$ cat src/rtl/pearson_pkg.sv
// pearson_pkg: shared constants and state type for the Pearson hash controller.
// No ports; imported by pearson_msg_buf and pearson_hash_ctrl.
package pearson_pkg;
    localparam int BYTE_W         = 8;
    localparam int TABLE_DEPTH    = 256;
    localparam int DEF_HASH_BYTES = 4;
    localparam int DEF_MAX_LEN    = 16;

    typedef enum logic [1:0] {LOAD, RUN, DONE} state_t;
endpackage

$ cat src/rtl/pearson_msg_buf.sv
// pearson_msg_buf: MAX_LEN x 8 message store with byte count and overflow flag.
// Ports: clk, rst (async, active-high); wr_en/wr_data append a byte (dropped
// and flagged in ovf once full); clr empties the buffer; rd_idx/rd_data give a
// combinational random-access read; count is the number of bytes stored.
module pearson_msg_buf
    import pearson_pkg::*;
#(
    parameter int MAX_LEN = DEF_MAX_LEN,
    parameter int LEN_W   = $clog2(MAX_LEN + 1),
    parameter int IDX_W   = MAX_LEN > 1 ? $clog2(MAX_LEN) : 1
) (
    input  logic              clk,
    input  logic              rst,
    input  logic              wr_en,
    input  logic [BYTE_W-1:0] wr_data,
    input  logic              clr,
    input  logic [IDX_W-1:0]  rd_idx,
    output logic [BYTE_W-1:0] rd_data,
    output logic [LEN_W-1:0]  count,
    output logic              ovf
);
    logic [BYTE_W-1:0] mem [2**IDX_W];
    logic              room;

    assign room    = count < LEN_W'(MAX_LEN);
    assign rd_data = mem[rd_idx];

    // Payload needs no reset: only the first count entries are ever read.
    always_ff @(posedge clk)
        if (wr_en && room) mem[count[IDX_W-1:0]] <= wr_data;

    always_ff @(posedge clk or posedge rst)
        if (rst) begin
            count <= '0;
            ovf   <= 1'b0;
        end else if (clr) begin
            count <= '0;
            ovf   <= 1'b0;
        end else if (wr_en) begin
            if (room) count <= count + LEN_W'(1);
            else      ovf   <= 1'b1;
        end
endmodule

$ cat src/rtl/pearson_hash_ctrl.sv
// pearson_hash_ctrl: multi-byte Pearson hash sequencer over an external 256x8 table.
// Ports: clk, rst (async, active-high); in_valid/in_ready/in_data/in_last message
// byte stream; tbl_en/tbl_addr/tbl_rdata synchronous-read table port (data one
// cycle after tbl_en); out_valid/out_ready digest handshake carrying out_digest
// (byte j at [8j+7:8j]), out_len (bytes stored) and out_err (message truncated).
module pearson_hash_ctrl
    import pearson_pkg::*;
#(
    parameter int MAX_LEN    = DEF_MAX_LEN,
    parameter int HASH_BYTES = DEF_HASH_BYTES,
    parameter int LEN_W      = $clog2(MAX_LEN + 1)
) (
    input  logic                         clk,
    input  logic                         rst,
    input  logic                         in_valid,
    output logic                         in_ready,
    input  logic [BYTE_W-1:0]            in_data,
    input  logic                         in_last,
    output logic                         tbl_en,
    output logic [BYTE_W-1:0]            tbl_addr,
    input  logic [BYTE_W-1:0]            tbl_rdata,
    output logic                         out_valid,
    input  logic                         out_ready,
    output logic [BYTE_W*HASH_BYTES-1:0] out_digest,
    output logic [LEN_W-1:0]             out_len,
    output logic                         out_err
);
    localparam int IDX_W = MAX_LEN > 1 ? $clog2(MAX_LEN) : 1;
    localparam int J_W   = $clog2(HASH_BYTES + 1);

    state_t            state;
    logic [J_W-1:0]    j;
    logic [IDX_W-1:0]  k;
    logic [IDX_W-1:0]  last_k;
    logic [BYTE_W-1:0] x;
    logic [BYTE_W-1:0] addr_q;

    pearson_msg_buf #(.MAX_LEN(MAX_LEN), .LEN_W(LEN_W), .IDX_W(IDX_W)) u_buf (
        .clk     (clk),
        .rst     (rst),
        .wr_en   (in_valid && in_ready),
        .wr_data (in_data),
        .clr     (out_valid && out_ready),
        .rd_idx  (k),
        .rd_data (x),
        .count   (out_len),
        .ovf     (out_err)
    );

    assign last_k = IDX_W'(out_len - LEN_W'(1));
    // j == HASH_BYTES is the drain cycle: nothing issued, last byte captured.
    assign tbl_en = state == RUN && j != J_W'(HASH_BYTES);
    // The chained address must come straight from tbl_rdata so that one
    // lookup issues per cycle; addr_q only keeps the bus steady when idle.
    assign tbl_addr = !tbl_en ? addr_q : k == '0 ? x + BYTE_W'(j) : tbl_rdata ^ x;

    always_ff @(posedge clk or posedge rst)
        if (rst) begin
            state      <= LOAD;
            in_ready   <= 1'b1;
            out_valid  <= 1'b0;
            out_digest <= '0;
            j          <= '0;
            k          <= '0;
            addr_q     <= '0;
        end else begin
            addr_q <= tbl_addr;
            case (state)
                LOAD: if (in_valid && in_last) begin
                    state    <= RUN;
                    in_ready <= 1'b0;
                    j        <= '0;
                    k        <= '0;
                end
                RUN: begin
                    // At k==0 the data returning is the final lookup of byte j-1.
                    for (int b = 0; b < HASH_BYTES; b++)
                        if (k == '0 && j == J_W'(b + 1)) out_digest[BYTE_W*b +: BYTE_W] <= tbl_rdata;
                    if (j == J_W'(HASH_BYTES)) begin
                        state     <= DONE;
                        out_valid <= 1'b1;
                    end else if (k == last_k) begin
                        k <= '0;
                        j <= j + J_W'(1);
                    end else begin
                        k <= k + IDX_W'(1);
                    end
                end
                DONE: if (out_ready) begin
                    state      <= LOAD;
                    out_valid  <= 1'b0;
                    in_ready   <= 1'b1;
                    out_digest <= '0;
                end
                default: state <= LOAD;
            endcase
        end
endmodule

$ cat config.mk
export PLATFORM = sky130hd
export DESIGN_NAME = pearson_hash_ctrl
export DESIGN_NICKNAME = d
export VERILOG_FILES = /design/src/rtl/pearson_pkg.sv /design/src/rtl/pearson_msg_buf.sv /design/src/rtl/pearson_hash_ctrl.sv
export SDC_FILE = /design/constraint.sdc
export NUM_CORES = 1
export LEC_CHECK = 0
export BUFFER_PORTS_ARGS = -buffer_cell sky130_fd_sc_hd__buf_2
export CORE_MARGIN = 4
export CORE_UTILIZATION = 55
export CTS_CLUSTER_DIAMETER = 60
export DETAILED_ROUTE_END_ITERATION = 8
export PLACE_DENSITY_LB_ADDON = 0.2
export SYNTH_ARGS = -nofsm -noshare
export SYNTH_HDL_FRONTEND = slang
export SYNTH_SLANG_ARGS = --single-unit
export TNS_END_PERCENT = 100
$ cat constraint.sdc
create_clock -name clk -period 4.3 [get_ports clk]
set_clock_uncertainty 0.2 [all_clocks]
set_input_delay 0.215 -clock clk [delete_from_list [all_inputs] [get_ports clk]]
set_output_delay 0.215 -clock clk [all_outputs]
set_load 0.02 [all_outputs]
==> impl_results.md <==
- Rows: 43
- Tmin final: 4.03 ns
- Clk slew on worst S/H paths: 0.07 ns
- HPWL after detailed placement: 11900 um
- RSZ-0062 raised after global routing: false
- Most common cell after layout, fill and taps aside: edfxtp_1
- Maxcap violations: 0
- Kind of critical path: flop to primary output
- Vias in the first global route: 4959
- Syn_nets: 574
- Slew Viols, Final: 0
- Sequential fraction of the synthesis area: 67.9%
- Largest net degree at the start of global routing: 58
- DR WL/cell: 20.7 um
- Detail Route Antenna Nets: 0
- Layout cells sized above 1: 23.1%
- Worst-Skew Late Latency: 0.44 ns
- PnR worst setup slack: 0.275 ns
- Final Cycle Share: 93.6%
- First-pass GRT wire length: 27700 um
- Total track usage: 22.9%
- Core ar.: 13900 um2
- Seq pwr share: 39.5%
- Synth warnings: 0
- Clock power share: 26.8%
- Post-synth EDFFs: 128
- Distinct cells, synth: 49
- Clock net sink count: 185
- Die Span Y: 127 um
- Combinational share of power: 33.7%
- Hold Path Class: flop to flop
- Synth area leader: edfxtp_1
- N_diodes: 0
- Die Wd: 127 um
- CP max FO: 12
- Non-filler cells, final: 834
- NetSw: 2.05 mW
- Synth area leaders: edfxtp_1, dfrtp_1, mux4_2
- Synth Cell Area: 7760 um2
- Iteration-0 DRC Markers: 392
- Gpl congestion: 0.802
- WL final: 17300 um
- H-tree levels: 4
- Full die area: 16100 um2
- Leak Pwr: 3.55 nW
- Post-Place Cells: 780
- TritonCTS Buffers: 17
- Peak supply drop: 0.392 mV
- Maximum clock rate: 0.248 GHz
- Nets: 677
- Yosys reg bits: 185
- Sw Share: 35.8%
- DRC errors left: 0
- CTS tree: built
- Post-Place Worst Slack: 0.490 ns
- Clock Tree Root: clkbuf_16
- Post-synthesis cell count: 538
- Top-area cell type share of the netlist area: 49.5%
- CP required: 3.88 ns
- Post-synth top flop: edfxtp_1
- Initial antenna violation count: 0
- Outcome: finished, final reports clean
- Initial Utilization: 55.9%
- Slew @ Worst Pin: 1.01 ns
- Arr. time, crit path: 3.61 ns
- First-pass detailed-route iteration total: 6
- Commonest non-fill, non-tap cells in the layout: edfxtp_1, nand2_1, buf_2
- Final setup viols: 0
- Final hold vios: 0
- Ys async rst share: 30.8%
- Vias: 4888
- Startpoint Class: flop
- Average size of a mapped cell: 14.4 um2
- IO buf count: 69
- Crit path capture type: primary output
- CTS max path bufs: 2
- Post-route setup TNS: 0 ns
- DR vias/cell: 5.86
- Power Density: 625 nW/um2
- Syn-to-layout area delta: 17.7%
- Internal cell power: 3.67 mW
- Max-slew headroom: 32.7%
- I/O pins: 70
- Global route overflow: 0
==> worst max-delay path, stage by stage, from the launching register on <==
cell,delay (ns)
dfrtp_1,0.48
and2_1,0.54
a221oi_1,0.19
a22oi_1,0.24
nand2_1,0.14
ha_1,0.36
and3_1,0.19
o211ai_1,0.14
a211oi_2,0.23
mux2_4,0.33
o21ai_2,0.13
buf_2,0.19
==> Yosys cell counts (all sizes together) (8+ instances only) <==
cell / n
clkbuf: 8
a221oi: 10
ha: 14
o21ai: 55
nand2: 87
dfrtp: 56
xnor2: 13
edfxtp: 128
nor3: 10
buf: 14
nor2: 25
inv: 15
a21oi: 8
mux2i: 23
mux4: 22
==> registers in the layout (all words and copies together), names as in the netlist <==
register     flops
u_buf.mem      128
out_digest      32
addr_q           8
u_buf.count      5
k                4
j                3
state            2
in_ready         1
out_valid        1
u_buf.ovf        1
==> metal layers <==
metal	wire length (um)	GRT usage [%]
met5	0	0
met4	402	6.94
met3	1320	6.19
met2	8380	37.0
met1	7180	30.8
==> repair_timing <==
action | CTS | global route
setup buffers | 0 | 1
endpoints found under the setup margin | 0 | 5
gates resized for setup | 0 | 5
endpoints found under the hold margin | 222 | 0
hold buffers | 21 | 0
==> final timing paths <==
path	start	endpoint	slack, ns	cells after the start
worst max-delay path	k[1]	tbl_addr[7]	0.27	11
worst min-delay path	out_digest[22]	out_digest[22]	0.28	2
worst max register to register	k[1]	addr_q[7]	1.04	10
worst min register to register	out_digest[22]	out_digest[22]	0.28	2
max in group asynchronous	rst	k[0]	3.05	4
min in group asynchronous	rst	u_buf.count[3]	0.33	4
==> layout make-up <==
class	instances	area, um2
inverter	15	56.3
fill	970	4740
clock buffer	17	425
sequential	185	5280
multi-input combinational	316	2320
timing repair buffer	106	683
clock inverter	15	156
tap	180	225
==> metrics by stage <==
stage	area (um2)	util [%]	total power [mW]	hold WS (ns)
2_1_floorplan	7760	-	3.63	0.104
3_3_place_gp	8310	59.9	4.12	0.233
3_5_place_dp	8310	59.9	4.18	0.251
4_1_cts	9100	65.6	5.72	0.281
5_1_grt	9140	65.9	6.04	0.301
6_report	9140	65.9	5.72	0.278
==> power groups by stage <==
stage	Clock (mW)	Combinational (mW)	Sequential, mW
final	1.53	1.93	2.26
after detailed placement	0	1.87	2.31
after floorplan	0	1.23	2.39
after CTS	1.54	1.90	2.28
after global placement	0	1.82	2.30
after global routing	1.64	2.11	2.29
==> cells by family (layout without fill, tap and decap cells) <==
logic type               after synthesis  after routing  share of synthesized area [%]
AO/OA/AOI/OAI                         99             99                           8.09
XOR/XNOR                              17             17                           1.92
adder cells (fa/ha/maj)               15             15                           2.51
buffers and inverters                 37            153                           2.48
flip-flops                           185            185                           67.9
multiplexers                          47             47                           9.78
AND/OR/NAND/NOR                      138            138                           7.33
No activity file was read; power rests on OpenSTA's default activity.
